## src/rtl/ibis_pkg.sv

```systemverilog
// Shared types and constants for the Ibis AXI4-lite master.
package ibis_pkg;

  localparam int unsigned IBIS_DATA_WIDTH = 32;

  typedef enum logic [1:0] {
    IBIS_RESP_OKAY   = 2'b00,
    IBIS_RESP_EXOKAY = 2'b01,
    IBIS_RESP_SLVERR = 2'b10,
    IBIS_RESP_DECERR = 2'b11
  } ibis_axi_resp_t;

  typedef enum logic [2:0] {
    ST_IDLE,
    ST_WR_REQ,
    ST_WR_RESP,
    ST_RD_REQ,
    ST_RD_RESP,
    ST_DONE
  } ibis_mst_state_t;

  // Completion payload held in DONE until the consumer takes it.
  typedef struct packed {
    logic                       write;
    logic [IBIS_DATA_WIDTH-1:0] rdata;
    ibis_axi_resp_t             resp;
  } ibis_rsp_t;

  // States in which the master is waiting on the bus.
  function automatic logic is_bus_state(ibis_mst_state_t s);
    return (s == ST_WR_REQ) || (s == ST_WR_RESP) || (s == ST_RD_REQ) || (s == ST_RD_RESP);
  endfunction

endpackage

```

## src/rtl/ibis_watchdog.sv

```systemverilog
// Cycle counter for bus-wait states with a sticky timeout flag.
// Only instantiated when IBIS_AXI4_MASTER_TIMEOUT_EN is defined.
module ibis_watchdog #(
  parameter int unsigned LIMIT = 1024
) (
  input  logic clk_i,
  input  logic rst_i,
  input  logic active_i,
  input  logic restart_i,
  output logic timeout_o
);

  localparam int unsigned CNT_W = $clog2(LIMIT + 1);

  logic [CNT_W-1:0] cnt_q, cnt_d, cnt_inc_c;
  logic             timeout_q, timeout_d;

  // Flag fires on the LIMIT-th waiting cycle, even if the state is left on that edge.
  always_comb begin
    cnt_inc_c = cnt_q + CNT_W'(1);
    cnt_d     = cnt_q;
    timeout_d = timeout_q;
    if (active_i && (cnt_q != CNT_W'(LIMIT))) begin
      cnt_d = cnt_inc_c;
      if (cnt_inc_c == CNT_W'(LIMIT)) timeout_d = 1'b1;
    end
    if (restart_i) cnt_d = '0;
  end

  always_ff @(posedge clk_i or posedge rst_i) begin
    if (rst_i) begin
      cnt_q     <= '0;
      timeout_q <= 1'b0;
    end else begin
      cnt_q     <= cnt_d;
      timeout_q <= timeout_d;
    end
  end

  assign timeout_o = timeout_q;

endmodule

```

## src/rtl/ibis_axi4_master.sv

```systemverilog
// AXI4-lite initiator: one single-beat command in flight, completion on a response port.
// Optional watchdog enabled by defining IBIS_AXI4_MASTER_TIMEOUT_EN.
module ibis_axi4_master
  import ibis_pkg::*;
#(
  parameter int unsigned ADDR_WIDTH = 32,
  parameter int unsigned DATA_WIDTH = IBIS_DATA_WIDTH
`ifdef IBIS_AXI4_MASTER_TIMEOUT_EN
  ,
  parameter int unsigned TIMEOUT_CYCLES = 1024
`endif
) (
  input  logic                  aclk,
  input  logic                  areset,
  input  logic                  enable,
  input  logic                  cmd_valid,
  output logic                  cmd_ready,
  input  logic                  cmd_write,
  input  logic [ADDR_WIDTH-1:0] cmd_addr,
  input  logic [DATA_WIDTH-1:0] cmd_wdata,
  output logic                  rsp_valid,
  input  logic                  rsp_ready,
  output logic                  rsp_write,
  output logic [DATA_WIDTH-1:0] rsp_rdata,
  output logic [1:0]            rsp_resp,
  output logic [ADDR_WIDTH-1:0] awaddr,
  output logic                  awvalid,
  input  logic                  awready,
  output logic [DATA_WIDTH-1:0] wdata,
  output logic [3:0]            wstrb,
  output logic                  wvalid,
  input  logic                  wready,
  input  logic [1:0]            bresp,
  input  logic                  bvalid,
  output logic                  bready,
  output logic [ADDR_WIDTH-1:0] araddr,
  output logic                  arvalid,
  input  logic                  arready,
  input  logic [DATA_WIDTH-1:0] rdata,
  input  logic [1:0]            rresp,
  input  logic                  rvalid,
  output logic                  rready
`ifdef IBIS_AXI4_MASTER_TIMEOUT_EN
  ,
  output logic                  timeout
`endif
);

  localparam int unsigned AW = ADDR_WIDTH;
  localparam int unsigned DW = DATA_WIDTH;

  ibis_mst_state_t state_q, state_d;
  logic [AW-1:0]   addr_q, addr_d;
  logic [DW-1:0]   wdata_q, wdata_d;
  logic            awvalid_q, awvalid_d, wvalid_q, wvalid_d, arvalid_q, arvalid_d;
  logic            bready_q, bready_d, rready_q, rready_d, rsp_valid_q, rsp_valid_d;
  ibis_rsp_t       rsp_q, rsp_d;
  logic            cmd_ready_c, aw_done_c, w_done_c;

  // Next-state and registered-output logic.
  always_comb begin
    state_d     = state_q;
    addr_d      = addr_q;
    wdata_d     = wdata_q;
    awvalid_d   = awvalid_q;
    wvalid_d    = wvalid_q;
    arvalid_d   = arvalid_q;
    bready_d    = bready_q;
    rready_d    = rready_q;
    rsp_valid_d = rsp_valid_q;
    rsp_d       = rsp_q;
    cmd_ready_c = 1'b0;
    aw_done_c   = 1'b0;
    w_done_c    = 1'b0;

    case (state_q)
      ST_IDLE: begin
        cmd_ready_c = enable & ~areset;
        if (cmd_ready_c && cmd_valid) begin
          addr_d      = cmd_addr;
          wdata_d     = cmd_wdata;
          rsp_d.write = cmd_write;
          if (cmd_write) begin
            awvalid_d = 1'b1;
            wvalid_d  = 1'b1;
            state_d   = ST_WR_REQ;
          end else begin
            arvalid_d = 1'b1;
            state_d   = ST_RD_REQ;
          end
        end
      end
      // AW and W retire independently; a channel already done counts as done.
      ST_WR_REQ: begin
        aw_done_c = ~awvalid_q | awready;
        w_done_c  = ~wvalid_q | wready;
        if (awready) awvalid_d = 1'b0;
        if (wready)  wvalid_d  = 1'b0;
        if (aw_done_c && w_done_c) begin
          bready_d = 1'b1;
          state_d  = ST_WR_RESP;
        end
      end
      ST_WR_RESP: begin
        if (bvalid) begin
          bready_d    = 1'b0;
          rsp_d.rdata = '0;
          rsp_d.resp  = ibis_axi_resp_t'(bresp);
          rsp_valid_d = 1'b1;
          state_d     = ST_DONE;
        end
      end
      ST_RD_REQ: begin
        if (arready) begin
          arvalid_d = 1'b0;
          rready_d  = 1'b1;
          state_d   = ST_RD_RESP;
        end
      end
      ST_RD_RESP: begin
        if (rvalid) begin
          rready_d    = 1'b0;
          rsp_d.rdata = IBIS_DATA_WIDTH'(rdata);
          rsp_d.resp  = ibis_axi_resp_t'(rresp);
          rsp_valid_d = 1'b1;
          state_d     = ST_DONE;
        end
      end
      ST_DONE: begin
        if (rsp_ready) begin
          rsp_valid_d = 1'b0;
          state_d     = ST_IDLE;
        end
      end
      default: begin
        awvalid_d   = 1'b0;
        wvalid_d    = 1'b0;
        arvalid_d   = 1'b0;
        bready_d    = 1'b0;
        rready_d    = 1'b0;
        rsp_valid_d = 1'b0;
        state_d     = ST_IDLE;
      end
    endcase
  end

  always_ff @(posedge aclk or posedge areset) begin
    if (areset) begin
      state_q     <= ST_IDLE;
      addr_q      <= '0;
      wdata_q     <= '0;
      awvalid_q   <= 1'b0;
      wvalid_q    <= 1'b0;
      arvalid_q   <= 1'b0;
      bready_q    <= 1'b0;
      rready_q    <= 1'b0;
      rsp_valid_q <= 1'b0;
      rsp_q       <= '0;
    end else begin
      state_q     <= state_d;
      addr_q      <= addr_d;
      wdata_q     <= wdata_d;
      awvalid_q   <= awvalid_d;
      wvalid_q    <= wvalid_d;
      arvalid_q   <= arvalid_d;
      bready_q    <= bready_d;
      rready_q    <= rready_d;
      rsp_valid_q <= rsp_valid_d;
      rsp_q       <= rsp_d;
    end
  end

  assign cmd_ready = cmd_ready_c;
  assign rsp_valid = rsp_valid_q;
  assign rsp_write = rsp_q.write;
  assign rsp_rdata = DW'(rsp_q.rdata);
  assign rsp_resp  = rsp_q.resp;
  assign awaddr    = addr_q;
  assign araddr    = addr_q;
  assign awvalid   = awvalid_q;
  assign wdata     = wdata_q;
  assign wstrb     = 4'hF;
  assign wvalid    = wvalid_q;
  assign bready    = bready_q;
  assign arvalid   = arvalid_q;
  assign rready    = rready_q;

`ifdef IBIS_AXI4_MASTER_TIMEOUT_EN
  ibis_watchdog #(
    .LIMIT(TIMEOUT_CYCLES)
  ) u_watchdog (
    .clk_i    (aclk),
    .rst_i    (areset),
    .active_i (is_bus_state(state_q)),
    .restart_i(state_d != state_q),
    .timeout_o(timeout)
  );
`endif

endmodule
```

## config.mk

```make
export PLATFORM = sky130hd
export DESIGN_NAME = ibis_axi4_master
export DESIGN_NICKNAME = d
export VERILOG_FILES = /design/src/rtl/ibis_pkg.sv /design/src/rtl/ibis_watchdog.sv /design/src/rtl/ibis_axi4_master.sv
export SDC_FILE = /design/constraint.sdc
export NUM_CORES = 1
export LEC_CHECK = 0
export CORE_MARGIN = 8
export CORE_UTILIZATION = 45
export CTS_CLUSTER_DIAMETER = 40
export DETAILED_ROUTE_END_ITERATION = 12
export DONT_BUFFER_PORTS = 1
export GPL_TIMING_DRIVEN = 0
export PLACE_DENSITY_LB_ADDON = 0.05
export REMOVE_ABC_BUFFERS = 1
export SLEW_MARGIN = 15
export SYNTH_ARGS = -nofsm -noshare
export SYNTH_HDL_FRONTEND = slang
export SYNTH_SLANG_ARGS = --single-unit
```

## constraint.sdc

```tcl
create_clock -name aclk -period 3.7 [get_ports aclk]
set_input_delay 0.37 -clock aclk [delete_from_list [all_inputs] [get_ports aclk]]
set_output_delay 0.37 -clock aclk [all_outputs]
set_load 0.02 [all_outputs]
```

* Word level (Yosys, flattened, before mapping)
Cells that the tools add are included.
Word-level totals: input bits 111, register bits after elaboration 108, output and inout port bits 142, word-level logic and storage cells 88
Operators by class: equal/unequal tests 15, muxes and demuxes 32, reductions and logical operators 18, bitwise logic cells 11
Operators with widths (count):
- $mux W34 | 2
- $pmux W34 S2 | 1
- $ne A2 B2 Y1 const B | 10
- $mux W3 | 6
- $pmux W3 S6 | 1
- $reduce_and A4 Y1 | 4
- $reduce_or A4 Y1 | 4
- $mux W1 | 15
- $pmux W1 S3 | 5
- $reduce_and A3 Y1 | 3
- $not A1 Y1 | 8
- $eq A3 B2 Y1 const B | 2
- $eq A3 B3 Y1 const B | 2
- $reduce_and A6 Y1 | 1
- $pmux W1 S4 | 1
- $eq A3 B1 Y1 const B | 1
- $logic_not A3 Y1 | 1
- $reduce_or A3 Y1 | 1
- $logic_and A1 B1 Y1 | 2
- $mux W2 | 1
- $or A1 B1 Y1 | 2
- $reduce_and A2 Y1 | 1
- $reduce_bool A2 Y1 | 1
- $and A1 B1 Y1 | 1

* Logic depth before layout (Yosys ltp)
depth after elaboration 5, mapped depth 7, depth with buffers taken out 4

* Worst setup path before layout
OpenSTA, ideal clock, no wires.
kind input-to-reg, from input areset, to register addr_q[10] (netlist: araddr[10]), setup slack -0.399 ns, required time 3.575 ns, library setup time 0.125 ns, stages 6, data arrival time 3.974 ns, buffers on the path 2, cells stage by stage inv_1 -> and4_4 -> nand2_2 -> buf_6 -> buf_6 -> mux2_4
On the way: cells in the longest elaborated chain, start to end 4
Ends and longest elaborated chain:
- start: declaration | RTL line ibis_axi4_master.sv:14 | input logic areset,
- $not A1 Y1 | RTL line ibis_axi4_master.sv:78 | cmd_ready_c = enable & ~areset;
- $and A1 B1 Y1 | RTL line ibis_axi4_master.sv:78
- $logic_and A1 B1 Y1 | RTL line ibis_axi4_master.sv:79 | if (cmd_ready_c && cmd_valid) begin
- $reduce_and A2 Y1 (no source line)
- end signal: assignment | RTL line ibis_axi4_master.sv:161 | addr_q <= addr_d;
- end: declaration | RTL line ibis_axi4_master.sv:53 | logic [AW-1:0] addr_q, addr_d;
Every way passes these cells. A chain may end at the register's enable or synchronous reset.

* Worst setup path in the final report
from input areset, to register wdata_q[26] (netlist: wdata[26])
On the way: cells in the longest elaborated chain, start to end 4
Ends and longest elaborated chain:
- $not A1 Y1 | RTL line ibis_axi4_master.sv:78
- $and A1 B1 Y1 | RTL line ibis_axi4_master.sv:78
- $logic_and A1 B1 Y1 | RTL line ibis_axi4_master.sv:79
- $reduce_and A2 Y1 (no source line)
- end signal: assignment | RTL line ibis_axi4_master.sv:162 | wdata_q <= wdata_d;
- end: declaration | RTL line ibis_axi4_master.sv:54 | logic [DW-1:0] wdata_q, wdata_d;
Every way passes these cells.

==> summary.txt <==
top_reg_cell synth: dfrtp_1
Core ar.: 0.01018 mm²
first-pass GRT wire length: 17050 µm
top fanout value on the critical path: 60
Pwr Total: 0.004720 W
hold wc startpoint: cmd_write
synth warn: 0
leakage: 2.155 nW
Worst Tran Pin Value: 725.4 ps
worst path required time: 3960 ps
r2r setup slk: 1570 ps
most common cell after layout, fill and taps aside: dfrtp_1
register bit total from synthesis: 108
Routed WL: 10890 µm
Most common cell on crit path: buf_16
Max Cap Viol: 0
RR Endpoint: wdata[9]$_DFFE_PP0P_
Worst VDD drop: 544.2 µV
H-Tree Depth: 3
Final Cycle Share: 0.7104
number of synthesized flops with an enable pin: 0
largest net degree at the start of global routing: 61
maximum clock frequency: 380.5 MHz
IO buf count: 0
asr flop ratio synth: 1.000
final setup vio count: 0
fraction of layout cells with a size suffix above 1: 0.2578
vias in the first global route: 2740
max_slew headroom: 0.5148
Final Hold Vio Count: 0
Finished Cell Area: 0.004748 mm²
# rows: 37
CTS Root Cell: clkbuf_8
CTS resizes: 0
Die Area: 0.01381 mm²
fillers: 941
worst-path cell chain: dlygate4sd3_1 -> inv_6 -> buf_16 -> and4_4 -> nand2_4 -> buf_16 -> mux2_4
R2R depth: 5
Area after DPL: 0.004538 mm²
worst hold path type: in -> reg
Max Clock Skew: 8.294 ps
Core Util, Final: 0.4662
Final Max Slew Viols: 0
commonest non-fill, non-tap cells in the layout: dfrtp_1 (108), nand2_1 (75), mux2_2 (48)
final global-route overflow total: 0
Sink Count: 108
I/O pins: 253
ANT nets after route: 0
Die Y: 117.5 µm
Starting Density: 0.4554
clk_lat worst skew: 370 ps
routed vias: 2576
outcome: completed
WP buf/inv: 4
Arr. time, crit path: 2890 ps
TNS Setup: 0 ps
syn avg cell area: 11.99 µm²
Iter 0 DRT Violations: 128
critical path endpoint category: register
delay of the slowest critical-path stage: 590 ps
antenna cells: 0
Crit Path Class: in -> reg
GP Congestion: 0.7048
drt via density: 5.268
Hold Crit Depth: 1
router iterations before antenna repair: 4
CTS Buf Count: 9
clk buf depth: 2
r2r startpoint: state_q[1]$_DFFE_PP0P_
CTS tree: built
cell family with most CP delay: buffers and inverters
CP Launch Type: input pin
post-DP HPWL: 8118 µm
initial antenna violation count: 1
Die W: 117.5 µm
Tmin final: 2628 ps
cts hold-fix bufs: 1
Yosys cell types: 33
overall routing resource usage: 0.1585
PwrDens: 994.0 mW/mm²
RSZ-0062 raised after global routing: false
DRC: 0
register area share after synthesis: 0.5827
Post-CTS Setup Bufs: 0
Layout Nets: 460
Post-Synthesis Cells: 387
Worst-path clk slew: 100 ps
Syn Std Cell Area: 0.004638 mm²
routed len/inst: 22.27 µm
cell at the slowest stage of the critical path: dlygate4sd3_1
area delta synth->final: 2.374%
hold path endpoint: arvalid$_DFFE_PP0P_
[worst max-delay path by stage]
stage	from	end	slack, ps	cells past startpoint
floorplan	areset	araddr[0]$_DFFE_PP0P_	-1010	4
global placement	areset	araddr[4]$_DFFE_PP0P_	-2420	4
detailed placement	areset	araddr[0]$_DFFE_PP0P_	1230	6
CTS	areset	araddr[0]$_DFFE_PP0P_	1030	7
global route	areset	araddr[0]$_DFFE_PP0P_	900	7
finish	areset	wdata[26]$_DFFE_PP0P_	1070	7
[per-layer routing]
metal	share of wire	vias to the layer above	global-route usage	routed length, µm
met5	0.0011	-	0	12
met3	0.13	11	0.1041	1385
li1	-	1172	-	-
met2	0.52	144	0.2669	5617
met4	0.0082	2	0.03923	89
met1	0.35	1247	0.1590	3783
[registers in the layout, summed over array words and instances (netlist names)]
name and cells:
rsp_write 1, rready 1, bready 1, rsp_valid 1, wdata 32, state_q 3
awvalid 1, wvalid 1, rsp_rdata 32, rsp_resp 2, arvalid 1, araddr 32
[final cells by class]
class                           instances  area, µm²  share of cell area
Multi-Input combinational cell        218       1544              0.3252
Inverter                                7      31.28            0.006588
Tap cell                              136      170.2             0.03584
Clock buffer                           11      151.4             0.03188
Sequential cell                       108       2703              0.5692
Timing Repair Buffer                    5      100.1             0.02108
Clock inverter                          4      48.80             0.01028
[cells in the mapped netlist, drive strengths merged (2+ instances only)]
cell	instances	share of area
dfrtp	108	0.58
nand2	76	0.062
mux2	65	0.17
buf	48	0.077
o21ai	41	0.044
clkbuf	9	0.0073
inv	7	0.0057
a21oi	4	0.0043
nor2	4	0.0038
nand3	3	0.0032
a211oi	2	0.0032
a32o	2	0.0043
mux2i	2	0.0043
nand3b	2	0.0032
[power by group]
| group | switching (W) | total, W | internal [W] | leakage, nW |
|---|---|---|---|---|
| Clock | 0.000384 | 0.000729 | 0.000345 | 0.105 |
| Sequential | 0.00140 | 0.00310 | 0.00169 | 1.37 |
| Combinational | 0.000387 | 0.000894 | 0.000507 | 0.678 |
| Total | 0.00217 | 0.00472 | 0.00255 | 2.16 |
[cells by family after synthesis]
| family | after synthesis | share of synthesized area |
|---|---|---|
| AOI/OAI and AO/OA | 56 | 0.06852 |
| buffers and inverters | 64 | 0.08956 |
| DFF | 108 | 0.5827 |
| muxes | 67 | 0.1759 |
| other | 1 | 0.0008085 |
| and+or+nand+nor | 91 | 0.08255 |
[metrics by stage]
step,cells,setup slack (ps),hold WS [ps]
detailed placement,473,1235,339.3
CTS,489,1025,63.06
finish,489,1072,95.67
global placement,469,-2418,486.4
floorplan,333,-1006,481.8
global route,489,901.8,87.90
Note: power is estimated with default switching activity, not from simulation.
